## config.mk

```make
export PLATFORM = sky130hd
export DESIGN_NAME = button_debouncer
export DESIGN_NICKNAME = d
export VERILOG_FILES = /design/src/rtl/board_pkg.sv /design/src/rtl/synchronizer.sv /design/src/rtl/button_debouncer.sv
export SDC_FILE = /design/constraint.sdc
export NUM_CORES = 1
export LEC_CHECK = 0
export ABC_AREA = 1
export BUFFER_PORTS_ARGS = -buffer_cell sky130_fd_sc_hd__clkbuf_2
export CAP_MARGIN = 20
export CORE_ASPECT_RATIO = 0.9
export CORE_MARGIN = 2
export CORE_UTILIZATION = 55
export DETAILED_ROUTE_END_ITERATION = 7
export PLACE_DENSITY = 0.72
export SETUP_SLACK_MARGIN = 0.02
export SLEW_MARGIN = 5
export SYNTH_ARGS = -nofsm -noshare
export SYNTH_HDL_FRONTEND = slang
export SYNTH_SLANG_ARGS = --single-unit
export TNS_END_PERCENT = 50
```

## constraint.sdc

```tcl
create_clock -name clk_i -period 2.5 [get_ports clk_i]
set_clock_uncertainty 0.2 [all_clocks]
set_input_delay 0.25 -clock clk_i [delete_from_list [all_inputs] [get_ports clk_i]]
set_output_delay 0.25 -clock clk_i [all_outputs]
set_load 0.02 [all_outputs]
```

## src/rtl/board_pkg.sv

```systemverilog
// Board-wide types and default timing constants for the 12 MHz system clock.
// The debounce FSM encoding lives here so checkers and monitors can decode the state output.
package board_pkg;

    typedef enum logic [1:0] {
        IDLE         = 2'd0,
        PRESS_WAIT   = 2'd1,
        PRESSED      = 2'd2,
        RELEASE_WAIT = 2'd3
    } debounce_state_t;

    localparam int unsigned CLK_HZ                    = 12_000_000;
    // 10 ms debounce window and 1 s long-press threshold at CLK_HZ.
    localparam int unsigned DEFAULT_DEBOUNCE_CYCLES   = CLK_HZ / 100;
    localparam int unsigned DEFAULT_LONG_PRESS_CYCLES = CLK_HZ;

endpackage : board_pkg

```

## src/rtl/synchronizer.sv

```systemverilog
// Parameterized N-flop synchronizer for asynchronous pad inputs.
// All stages reset to 0 synchronously.
module synchronizer #(
    parameter int unsigned STAGES = 2,
    parameter int unsigned WIDTH  = 1
) (
    input  logic             clk_i,
    input  logic             rst_i,
    input  logic [WIDTH-1:0] d_i,
    output logic [WIDTH-1:0] q_o
);

    logic [WIDTH-1:0] sync_q [STAGES];

    always_ff @(posedge clk_i) begin
        if (rst_i) begin
            for (int i = 0; i < int'(STAGES); i++) begin
                sync_q[i] <= '0;
            end
        end else begin
            sync_q[0] <= d_i;
            for (int i = 1; i < int'(STAGES); i++) begin
                sync_q[i] <= sync_q[i-1];
            end
        end
    end

    assign q_o = sync_q[STAGES-1];

endmodule : synchronizer

```

## src/rtl/button_debouncer.sv

```systemverilog
// Push-button conditioner: synchronizes the pad, debounces both edges and emits
// press/release/long-press pulses plus a debounced level. Exposes FSM state for debug.
module button_debouncer
    import board_pkg::*;
#(
    parameter int unsigned DEBOUNCE_CYCLES   = DEFAULT_DEBOUNCE_CYCLES,
    parameter int unsigned LONG_PRESS_CYCLES = DEFAULT_LONG_PRESS_CYCLES
) (
    input  logic            clk_i,
    input  logic            rst_i,
    input  logic            ena_i,
    input  logic            button_raw_i,
    output logic            pressed_o,
    output logic            press_o,
    output logic            release_o,
    output logic            long_press_o,
    output debounce_state_t state_o
);

    localparam int unsigned CNT_W  = $clog2(DEBOUNCE_CYCLES);
    localparam int unsigned HOLD_W = (LONG_PRESS_CYCLES == 0) ? 1 : $clog2(LONG_PRESS_CYCLES + 1);
    localparam bit          LONG_EN = (LONG_PRESS_CYCLES != 0);

    localparam logic [CNT_W-1:0]  CNT_LAST  = CNT_W'(DEBOUNCE_CYCLES - 1);
    localparam logic [HOLD_W-1:0] HOLD_LAST = HOLD_W'((LONG_PRESS_CYCLES == 0) ? 0 : LONG_PRESS_CYCLES - 1);
    localparam logic [HOLD_W-1:0] HOLD_MAX  = HOLD_W'(LONG_PRESS_CYCLES);

    logic button_pad_q;
    logic s;

    debounce_state_t   state_q, state_d;
    logic [CNT_W-1:0]  cnt_q, cnt_d;
    logic [HOLD_W-1:0] hold_q, hold_d;
    logic              fired_q, fired_d;
    logic              press_d, release_d, long_d;
    logic              pressed_q, press_q, release_q, long_q;

    // Pad capture flop ahead of the synchronizer: s follows button_raw_i three edges later.
    always_ff @(posedge clk_i) begin
        if (rst_i) begin
            button_pad_q <= 1'b0;
        end else begin
            button_pad_q <= button_raw_i;
        end
    end

    synchronizer #(
        .STAGES (2),
        .WIDTH  (1)
    ) u_sync (
        .clk_i (clk_i),
        .rst_i (rst_i),
        .d_i   (button_pad_q),
        .q_o   (s)
    );

    always_comb begin
        state_d   = state_q;
        cnt_d     = cnt_q;
        hold_d    = hold_q;
        fired_d   = fired_q;
        press_d   = 1'b0;
        release_d = 1'b0;
        long_d    = 1'b0;
        case (state_q)
            IDLE: begin
                if (s) begin
                    state_d = PRESS_WAIT;
                    cnt_d   = '0;
                end
            end
            PRESS_WAIT: begin
                if (!s) begin
                    state_d = IDLE;
                end else if (cnt_q == CNT_LAST) begin
                    state_d = PRESSED;
                    press_d = 1'b1;
                    hold_d  = '0;
                    fired_d = 1'b0;
                end else begin
                    cnt_d = cnt_q + CNT_W'(1);
                end
            end
            PRESSED: begin
                if (!s) begin
                    state_d = RELEASE_WAIT;
                    cnt_d   = '0;
                end else if (LONG_EN && !fired_q && (hold_q == HOLD_LAST)) begin
                    long_d  = 1'b1;
                    fired_d = 1'b1;
                end else if (hold_q != HOLD_MAX) begin
                    hold_d = hold_q + HOLD_W'(1);
                end
            end
            RELEASE_WAIT: begin
                // A bounce back to 1 resumes PRESSED with hold/fired untouched.
                if (s) begin
                    state_d = PRESSED;
                end else if (cnt_q == CNT_LAST) begin
                    state_d   = IDLE;
                    release_d = 1'b1;
                end else begin
                    cnt_d = cnt_q + CNT_W'(1);
                end
            end
            default: begin
                state_d = IDLE;
            end
        endcase
    end

    always_ff @(posedge clk_i) begin
        if (rst_i) begin
            state_q   <= IDLE;
            cnt_q     <= '0;
            hold_q    <= '0;
            fired_q   <= 1'b0;
            pressed_q <= 1'b0;
            press_q   <= 1'b0;
            release_q <= 1'b0;
            long_q    <= 1'b0;
        end else begin
            state_q   <= state_d;
            cnt_q     <= cnt_d;
            hold_q    <= hold_d;
            fired_q   <= fired_d;
            pressed_q <= (state_d == PRESSED) || (state_d == RELEASE_WAIT);
            press_q   <= press_d & ena_i;
            release_q <= release_d & ena_i;
            long_q    <= long_d & ena_i;
        end
    end

    assign pressed_o    = pressed_q;
    assign press_o      = press_q;
    assign release_o    = release_q;
    assign long_press_o = long_q;
    assign state_o      = state_q;

endmodule : button_debouncer
```

* After elaboration in Yosys (flattened, before gate mapping)
Memories as Yosys holds them, arrays and structs flattened. Cells that the tools add are included.
Storage, ports and cells: bits of input ports 4, output and inout port bits 6, memories 1, word-level logic and storage cells 79, memory bits (writable) 2, register bits after elaboration 49
Memory list:
- u_sync.sync_q | words 2, bits a word 1, read ports 2, clocked after Yosys merged registers in 0, wr ports 2, RTL line synchronizer.sv:13 | logic [WIDTH-1:0] sync_q [STAGES];
Cells by class: multiplexer cells 37, add/subtract/negate cells 2, reduce and logical (&&, ||, !) cells 8, bitwise gates (word level) 5, eq/ne operators 17
Operators with widths (number):
- $mux 24 | 5
- $mux 17 | 5
- $pmux 17 s4 | 1
- $pmux 24 s2 | 1
- $add 24x1->24 const B | 1
- $eq 24x24->1 const B | 1
- $ne 24x24->1 const B | 1
- $ne 2x2->1 const B | 9
- $add 17x1->17 const B | 1
- $eq 17x17->1 const B | 1
- $mux 1 | 17
- $mux 2 | 6
- $eq 2x2->1 const B | 4
- $pmux 2 s4 | 1
- $reduce_and 6->1 | 1
- $reduce_and 5->1 | 1
- $reduce_and 4->1 | 1
- $and 1x1->1 | 3
- $eq 2x1->1 const B | 1
- $logic_not 2->1 | 1
- $or 1x1->1 | 2
- $pmux 1 s2 | 1
- $reduce_bool 2->1 | 1
- $logic_and 1x1->1 | 1
- 2 further kinds | 2

* Longest topological paths before layout
Gate-level depths: netlist of run 1.
depth in word-level cells 6, mapped depth 12

* Cells and area by module
A second synthesis of run 1 with hierarchy kept.
Second synthesis, totals: cells, all modules 500, area, all modules 3303.2 µm²
Modules (own cells, without submodules):
- button_debouncer | sequential area each 980.9 µm², area an instance 3248.1 µm², instances 1, cells each 494
- synchronizer | sequential area each 40.0 µm², area an instance 55.1 µm², instances 1, cells each 6

* Worst setup path before layout of run 1
Ideal clock, no wire load.
path kind register to register, start register hold_q[0], end register hold_q[19], period minus slack after synthesis 1.904 ns, slack 0.596 ns, stages on the path, launching flop included 12, buffers on the path 1, library setup time 0.135 ns, arrival time 1.569 ns, cell sequence dfxtp_1 -> ha_1 -> nand3_2 -> inv_2 -> nand2_2 -> inv_2 -> nand3_4 -> inv_2 -> nor2_8 -> buf_12 -> nand2_2 -> a21oi_2
On the way: cells in the longest elaborated chain, start to end 5, elaborated cells on any way between the ends 11, classes of those cells add/sub: 1; eq/ne: 4; mux: 4; reduce/logical: 2
Ends and longest elaborated chain:
- from (decl) | RTL line button_debouncer.sv:33 | logic [HOLD_W-1:0] hold_q, hold_d;
- from (signal assigned) | RTL line button_debouncer.sv:125 | hold_q <= hold_d;
- $add 24x1->24 | RTL line button_debouncer.sv:92 | hold_d = hold_q + HOLD_W'(1);
- $mux 24 | RTL line button_debouncer.sv:91 | end else if (hold_q != HOLD_MAX) begin
- $mux 24 | RTL line button_debouncer.sv:88 | end else if (LONG_EN && !fired_q && (hold_q == HOLD_LAST)) begin
- $mux 24 | RTL line button_debouncer.sv:85 | if (!s) begin
- $pmux 24 s2 | RTL line button_debouncer.sv:65 | case (state_q)
Several ways; a longest one is shown, not always the timed one. The select of a mux whose other input is x is not followed. A chain may end at the register's enable or synchronous reset.

* Final worst setup path of run 1
start register hold_q[0], end register hold_q[13]
Same word-level chain as after synthesis.

==> impl_results.md, run 1 <==
* CTS resizes at 0
* Synth Area in Adders at 0.0113
* Final Cycle Share at 0.851
* Hold Path Depth at 2
* Top delay family on crit path: simple AND/OR/NAND/NOR gates
* Total Wirelength at 7.62 mm
* Post-synthesis compound-gate area fraction at 0.0814
* DIE WIDTH at 85.9 microns
* DIE HEIGHT at 77.7 microns
* Initial antenna violation count at 0
* Crit Path Max Fanout at 23
* Area leader, netlist: dfxtp_1
* Worst Hold Class: in2reg
* Largest family of logic cells by synthesized area: simple AND/OR/NAND/NOR gates
* Final WS setup at 0.372 ns
* # diodes at 0
* Final setup fails at 0
* Critical R2R Capture: hold_q[13]
* Slew HR at 0.723
* Register area share after synthesis at 0.308
* Worst IR Drop VDD at 242 uV
* WP data required at 2.55 ns
* Synth top area share at 0.308
* Initial DRC Count at 247
* Top FF cell, synth: dfxtp_1
* TritonCTS clock tree: yes
* Vias in the first global route at 2832
* # DRC at 0
* Post-Synth Simple-Gate Area at 0.475
* Pwr dens at 392 mW/mm^2
* WL/cell at 12.6 microns
* Hold_buf cts at 2
* Synth top cells by count: nand2_1, nor2_1, dfxtp_1, inv_1, nand3_1
* Final Hold Fails at 0
* Yosys warning total at 0
* CTS max path bufs at 2
* Row cnt at 26
* Max-slew violations at 0
* Synthesized instance count at 526
* Core ar. at 0.00576 sq mm
* Final cell count without fillers at 606
* Total track usage at 0.248
* Synthesized area at 0.00332 sq mm
* CP cell instances: ha_1 -> nand3_2 -> inv_2 -> nand2_2 -> inv_2 -> nand3_4 -> nand3_4 -> nand2_1 -> a21oi_1
* Tot Pwr at 1.38 mW
* Yosys reg bits at 51
* Die area at 0.00667 sq mm
* Avg Cell Area, Syn at 6.31 sq um
* Worst R2R Start: hold_q[0]
* Min cycle time layout at 2.13 ns
* Worst-Margin Slew at 0.412 ns
* Initial core utilization at 0.576
* Fraction of layout cells with a size suffix above 1 at 0.136
* Hold Path End: u_sync.sync_q[0][1]
* Leak Pwr at 1.17 nW
* Ys async rst share at 0
* Max_cap viols at 0
* Inst Count DP at 596
* First-pass GRT wire length at 13.3 mm
* Flop2flop setup slack at 0.37 ns
* Slowest stage delay, CP at 0.47 ns
* Largest net degree at the start of global routing at 30
* Buffers on Ports at 9
* Max stage delay cell, worst path: dfxtp_1
* Worst setup EP type: flop
* IO Pins at 10
* CP startpoint: hold_q[0]
* Arr. time, crit path at 2.18 ns
* Status: complete, no violations
* Synth-to-Final Area Change at 5.73%
* Post-Synth XOR/XNOR Area at 0.0290
* Post-synthesis mux area share at 0
* RSZ-0062 raised after global routing: false
* Placer Congestion at 0.959
* Clock sink count at 51
* Worst path bufs/invs at 2
* Htree depth at 2
* Fmax at 0.470 GHz
* Gr ovfl total at 0
* Fillers at 552
* Crit path kind: reg2reg
* Synth area leaders: dfxtp_1, nand2_1, nor2_1
* Pre-CTS WS at 0.407 ns
* Root Buffer: clkbuf_8
* Clock buffer count from CTS at 5
* Routed Antenna Nets at 0
* Vias at 3222
* Clock Pin Slew Worst Setup and Hold Paths at 0.11 ns
* Skew-Pair Late Insertion Delay at 0.32 ns
* Post-CTS Setup Inserts at 0
* Startpoint types: flop
* Final #Nets at 542
* Final setup TNS at 0 ns
* Post-Syn Nets at 533
* DP HPWL at 5.64 mm
* Synth unique cells at 33
* Count leader, synth: nand2_1
* Hold_sp: rst_i
* EDFF count, synth at 0
* Drt pass-1 iters at 5
* Vias per cell at 5.32
* Reg2reg path depth at 9
## metal layers
layer  share of wire  global-route usage  up-vias
li1                -                   -     1671
met5               0                   0        -
met4           0.016              0.0794        0
met3           0.063              0.0415       13
met1            0.51               0.376     1429
met2            0.41               0.353      109
## registers in the layout (all words and copies together), names as in the netlist
| signal | flops |
|---|---|
| button_pad_q | 1 |
| long_press_o | 1 |
| release_o | 1 |
| press_o | 1 |
| cnt_q | 17 |
| u_sync.sync_q | 2 |
| pressed_o | 1 |
| fired_q | 1 |
| hold_q | 24 |
| state_o | 2 |
## layout by cell type, fill, tap and decap left out, drive strengths merged, types with 2 or more instances in the layout
master	n
a211oi	2
a21oi	32
buf	5
clkbuf	14
clkinv	2
dfxtp	51
dlygate4sd3	2
ha	3
inv	58
nand2	163
nand3	33
nand4	18
nor2	114
nor3	12
nor3b	2
o21ai	10
o21bai	2
xnor2	5
xor2	6
## through the flow
step | hold slack, ns | instance area [sq um] | util
after floorplan | 0.157 | 3320 | -
after global placement | 0.193 | 3390 | 0.589
after detailed placement | 0.200 | 3390 | 0.589
after CTS | 0.0167 | 3510 | 0.609
after global routing | 0.0437 | 3510 | 0.609
final | 0.0277 | 3510 | 0.609
## worst max path at each step
stage | to | depth (start not counted)
floorplan | hold_q[19] | 11
global placement | cnt_q[3] | 9
detailed placement | hold_q[21] | 9
CTS | hold_q[21] | 9
global route | hold_q[13] | 9
finish | hold_q[13] | 9
## where the power goes
part | internal (mW) | switching, mW | total [mW]
logic | 0.0110 | 0.0276 | 0.0386
clock network | 0.206 | 0.315 | 0.521
registers | 0.815 | 0.00208 | 0.817
## cells by family (layout without fill, tap and decap cells)
kind of cell / after synthesis / after routing
and+or+nand+nor: 343 / 343
buffers and inverters: 72 / 82
DFF: 51 / 51
AOI/OAI and AO/OA: 46 / 46
xor gates and xnor gates: 11 / 11
adders and majority gates: 3 / 3
## layout make-up
cell class                 instances  area, sq um  area share
timing repair buffer              16          103      0.0292
tap                               70         87.6      0.0250
clock buffer                       5         68.8      0.0196
multi-input combinational        403         1980       0.565
clock inverter                     3         27.5     0.00785
sequential                        51         1020       0.291
inverter                          58          220      0.0628
No activity file was read; power rests on OpenSTA's default activity.
==> inputs of run 2 (changes only) <==
--- a/config.mk
+++ b/config.mk
@@ -10,9 +10,8 @@
 export CAP_MARGIN = 20
 export CORE_ASPECT_RATIO = 0.9
 export CORE_MARGIN = 2
-export CORE_UTILIZATION = 55
+export CORE_UTILIZATION = 30
 export DETAILED_ROUTE_END_ITERATION = 7
-export PLACE_DENSITY = 0.72
 export SETUP_SLACK_MARGIN = 0.02
 export SLEW_MARGIN = 5
 export SYNTH_ARGS = -nofsm -noshare
==> run 2 against run 1 <==
Against the previous run:
- critical path depth did not move
- non-clock buffer count decreased by 2
- sequential share of layout area is 0.94 points lower
- global-route usage is 11 points lower
- combinational power about the same
- clock power grew 38%
- power grew 14%
- utilization fell by 27 points
- sequential power barely moved
==> impl_results.md, run 2 (same netlist as run 1, synthesis figures left out) <==
* Final Util at 0.335 (-0.274)
* CP cell instances: ha_1 -> nand3_2 -> inv_2 -> nand2_2 -> inv_2 -> nand3_4 -> nand3_4 -> nand2_1 -> a21oi_2
* Post-CTS Setup Inserts at 0 (unchanged)
* WL/cell at 11.8 microns (-5.8%)
* Vias in the first global route at 2913 (+2.9%)
* Max stage delay cell, worst path: dfxtp_1
* Gr ovfl total at 0 (unchanged)
* Final setup fails at 0 (unchanged)
* Initial DRC Count at 272 (+10%)
* Final setup TNS at 0 ns (unchanged)
* Row cnt at 36 (+38%)
* # DRC at 0 (unchanged)
* Hold_sp: ena_i
* Slowest stage delay, CP at 0.48 ns (about the same)
* Initial core utilization at 0.307 (-0.269)
* Commonest cells after routing, fill and taps aside: nand2_1, nor2_1, dfxtp_1
* Min cycle time layout at 2.20 ns (+0.0679 ns)
* Max_cap viols at 0 (unchanged)
* Worst R2R Start: hold_q[0]
* Die area at 0.0119 sq mm (+79%)
* Worst path bufs/invs at 2 (unchanged)
* DIE HEIGHT at 104 microns (+34%)
* Slew HR at 0.657 (-0.0664)
* Synth-to-Final Area Change at 9.28%
* Worst setup EP type: flop
* Startpoint types: flop
* Final WS setup at 0.304 ns (-0.0679 ns)
* Worst-Margin Slew at 0.514 ns (+0.103 ns)
* IO Pins at 10 (unchanged)
* Initial antenna violation count at 0 (unchanged)
* Worst Hold Class: in2reg
* Largest net degree at the start of global routing at 26 (-13%)
* Max-slew violations at 0 (unchanged)
* Pre-CTS WS at 0.333 ns (-0.0740 ns)
* Crit path kind: reg2reg
* Core ar. at 0.0108 sq mm (+88%)
* Pwr dens at 434 mW/mm^2 (+11%)
* TritonCTS clock tree: yes
* Total track usage at 0.139 (-0.109)
* Drt pass-1 iters at 4 (-1)
* CTS resizes at 0 (unchanged)
* Status: complete, no violations
* DP HPWL at 5.83 mm (+3.4%)
* # diodes at 0 (unchanged)
* Final Hold Fails at 0 (unchanged)
* Arr. time, crit path at 2.22 ns (+0.04 ns)
* Vias per cell at 4.71 (-11%)
* WP data required at 2.52 ns (-0.03 ns)
* Vias at 3142 (-2.5%)
* Total Wirelength at 7.90 mm (+3.6%)
* Fmax at 0.455 GHz (-3.1%)
* Largest Register: hold_q
* Worst IR Drop VDD at 329 uV (+36%)
* Buffers on Ports at 9 (unchanged)
* Skew-Pair Late Insertion Delay at 0.30 ns (-0.02 ns)
* Top flop regs: hold_q (24), cnt_q (17)
* Leak Pwr at 1.19 nW (+1.5%)
* Hold Path Depth at 3 (+1)
* Final Cycle Share at 0.878 (+0.0271)
* Top delay family on crit path: simple AND/OR/NAND/NOR gates
* Crit Path Max Fanout at 23 (unchanged)
* Root Buffer: clkbuf_16
* Number of cells on the critical path at 9 (unchanged)
* CP startpoint: hold_q[0]
* Fraction of layout cells with a size suffix above 1 at 0.135 (-0.00136)
* Placer Congestion at 0.911 (-5.1%)
* Htree depth at 2 (unchanged)
* Hold_buf cts at 1 (-1)
* Hold_ws at 0.0147 ns (-0.0130 ns)
* Clock buffer count from CTS at 5 (unchanged)
* Clock sink count at 51 (unchanged)
* Tot Pwr at 1.57 mW (+14%)
* First-pass GRT wire length at 13.8 mm (+3.8%)
* Final #Nets at 540 (-0.37%)
* RSZ-0062 raised after global routing: false
* Reg2reg path depth at 9 (unchanged)
* Commonest non-fill, non-tap cell in the layout: nand2_1
* Clock Pin Slew Worst Setup and Hold Paths at 0.07 ns (-0.04 ns)
* DIE WIDTH at 115 microns (+34%)
* Routed Antenna Nets at 0 (unchanged)
* CTS max path bufs at 2 (unchanged)
* Max FFs per register at 24 (unchanged)
run 2: tightest hold or removal path: stages:
cell and delay (ns):
clkbuf_2 0.08, nand2_1 0.09, nor2_1 0.05
run 2: power breakdown:
| part | switching (mW) | internal [mW] |
|---|---|---|
| clock | 0.338 | 0.381 |
| sequential | 0.00206 | 0.814 |
| combinational | 0.0283 | 0.00993 |
run 2: final timing paths:
kind,to,slack [ns]
max reg2reg,hold_q[17],0.30
min reg2reg,u_sync.sync_q[0][1],0.20
min,long_press_o,0.01
max,hold_q[17],0.30
run 2: final cells by class:
| type | instances | area, sq um |
|---|---|---|
| clock buffer | 5 | 125 |
| clock inverter | 3 | 27.5 |
| fill | 1208 | 7180 |
| inverter | 58 | 220 |
| multi-input combinational | 403 | 1980 |
| sequential | 51 | 1020 |
| tap | 133 | 166 |
| timing repair buffer | 14 | 85.1 |
run 2: metrics by stage:
stage          area, sq um  instances
4_1_cts               3630        667
5_1_grt               3630        667
3_3_place_gp          3460        658
2_1_floorplan         3320        526
6_report              3630        667
3_5_place_dp          3460        658
run 2: layer usage:
layer  vias up  wire length (microns)  track usage
met5         -                      0            0
met1      1417                   4050        0.198
met2        46                   3500        0.221
met3         5                    258       0.0181
met4         0                     86       0.0361
li1       1674                      -            -
==> inputs of run 3 (changes only) <==
--- a/config.mk
+++ b/config.mk
@@ -6,12 +6,13 @@
 export NUM_CORES = 1
 export LEC_CHECK = 0
 export ABC_AREA = 1
-export BUFFER_PORTS_ARGS = -buffer_cell sky130_fd_sc_hd__clkbuf_2
 export CAP_MARGIN = 20
-export CORE_ASPECT_RATIO = 0.9
+export CORE_ASPECT_RATIO = 0.7
 export CORE_MARGIN = 2
 export CORE_UTILIZATION = 30
+export CTS_CLUSTER_SIZE = 24
 export DETAILED_ROUTE_END_ITERATION = 7
+export DONT_BUFFER_PORTS = 1
 export SETUP_SLACK_MARGIN = 0.02
 export SLEW_MARGIN = 5
 export SYNTH_ARGS = -nofsm -noshare
==> run 3 against run 2 <==
Against the previous run:
- via count grew 0.76%
- clock power grew 11%
- combinational power is essentially flat
- sequential power is essentially flat
- critical path type unchanged
==> impl_results.md, run 3 (same netlist as run 1, synthesis figures left out) <==
* Status: complete, no violations
* Worst setup EP type: flop
* Final Hold Fails at 0 (unchanged)
* Top flop regs: hold_q (24), cnt_q (17)
* DP HPWL at 6.07 mm (+4.2%)
* Initial core utilization at 0.305 (-0.00226)
* Vias in the first global route at 2961 (+1.6%)
* IO Pins at 10 (unchanged)
* CTS resizes at 0 (unchanged)
* Vias at 3166 (+0.76%)
* Final setup fails at 0 (unchanged)
* Routed Antenna Nets at 0 (unchanged)
* Final Cycle Share at 0.871 (-0.00680)
* RSZ-0062 raised after global routing: false
* Drt pass-1 iters at 5 (+1)
* Clock Pin Slew Worst Setup and Hold Paths at 0.08 ns (about the same)
* Arr. time, crit path at 2.17 ns (-0.05 ns)
* Pwr dens at 453 mW/mm^2 (+4.4%)
* Synth-to-Final Area Change at 10.2%
* Row cnt at 32 (-11%)
* Hold_buf cts at 3 (+2)
* CP startpoint: cnt_q[0]
* Total track usage at 0.146 (+0.00646)
* Final #Nets at 533 (-1.3%)
* Leak Pwr at 1.18 nW (-1.3%)
* Worst IR Drop VDD at 288 uV (-12%)
* Commonest non-fill, non-tap cell in the layout: nand2_1
* Max FFs per register at 24 (unchanged)
* Placer Congestion at 0.911 (about the same)
* WL/cell at 12.1 microns (+1.8%)
* Fillers at 1198 (-0.83%)
* Root Buffer: clkbuf_16
* Total Wirelength at 8.20 mm (+3.8%)
* Core ar. at 0.0109 sq mm (+0.74%)
* Buffers on Ports at 0 (-9)
* Commonest cells after routing, fill and taps aside: nand2_1, nor2_1, dfxtp_1
* Largest net degree at the start of global routing at 37 (+42%)
* Hold_sp: rst_i
* Worst R2R Start: cnt_q[0]
* Initial antenna violation count at 0 (unchanged)
* # diodes at 0 (unchanged)
* # DRC at 0 (unchanged)
* Largest Register: hold_q
* Htree depth at 2 (unchanged)
* Die area at 0.0119 sq mm (+0.10%)
* Startpoint types: flop
* Fmax at 0.459 GHz (+0.78%)
* Area after DPL at 0.00344 sq mm (-0.58%)
* First-pass GRT wire length at 14.0 mm (+1.8%)
* Crit path kind: reg2reg
* DIE HEIGHT at 92.0 microns (-11%)
* Gr ovfl total at 0 (unchanged)
* Worst-Margin Slew at 0.429 ns (-0.0851 ns)
* Slew HR at 0.712 (+0.0545)
* Fraction of layout cells with a size suffix above 1 at 0.121 (-0.0134)
* Vias per cell at 4.66 (-1.2%)
* Crit Path Max Fanout at 14 (-39%)
* Max_cap viols at 0 (unchanged)
* Finished Cell Area at 0.00366 sq mm (+0.83%)
* Final setup TNS at 0 ns (unchanged)
* Clock sink count at 51 (unchanged)
* CTS max path bufs at 2 (unchanged)
* Min cycle time layout at 2.18 ns (-0.0170 ns)
* DIE WIDTH at 130 microns (+13%)
* Skew-Pair Late Insertion Delay at 0.29 ns (about the same)
* Initial DRC Count at 246 (-9.6%)
* Max-slew violations at 0 (unchanged)
* Worst Hold Class: in2reg
* WP data required at 2.49 ns (-0.03 ns)
* Clock buffer count from CTS at 5 (unchanged)
* TritonCTS clock tree: yes
* Post-CTS Setup Inserts at 0 (unchanged)
[run 3: final timing paths]
kind / slack, ns / endpoint / cells past startpoint
worst max-delay path: 0.32 / cnt_q[3] / 9
worst min-delay path: 0.03 / hold_q[17] / 2
worst max register to register: 0.32 / cnt_q[3] / 9
worst min register to register: 0.20 / u_sync.sync_q[0][0] / 2
[run 3: layout make-up]
type,instances,area [sq um],share of cell area
clock inverter,3,47.5,0.0130
sequential,51,1020,0.279
tap,153,191,0.0524
clock buffer,5,125,0.0342
multi-input combinational,403,1980,0.542
timing repair buffer,7,70.1,0.0192
inverter,58,220,0.0602
[run 3: power breakdown]
group          total, mW  internal [mW]  switching (mW)  leakage [nW]
sequential         0.816          0.814         0.00198         0.411
combinational     0.0385         0.0116          0.0270         0.681
clock              0.801          0.478           0.323        0.0844
total               1.66           1.30           0.352          1.18
[run 3: critical path: stages (launching register included)]
cell and delay [ns]:
dfxtp_1 0.42, ha_1 0.17, inv_1 0.08, nor2_4 0.23, nand4_2 0.24, nand2_2 0.29, buf_4 0.23, nor2_1 0.05
o21ai_0 0.14, nor2_1 0.05
[run 3: per-layer routing]
layer,wire [microns],vias to the layer above,global-route usage,share of wire
li1,-,1658,-,-
met3,468,5,0.0228,0.057
met5,0,-,0,0
met4,70,0,0.0439,0.0085
met2,3360,78,0.212,0.41
met1,4310,1425,0.219,0.53
[run 3: per-stage QoR]
step	power (mW)	hold WS, ns	utilization	setup WS, ns	instances
after global placement	0.857	0.120	0.316	0.398	669
after floorplan	0.860	0.157	-	0.596	526
after CTS	1.67	0.0394	0.336	0.324	680
final	1.66	0.0338	0.336	0.321	680
after global routing	1.71	0.0450	0.336	0.142	680
after detailed placement	0.858	0.124	0.316	0.343	669
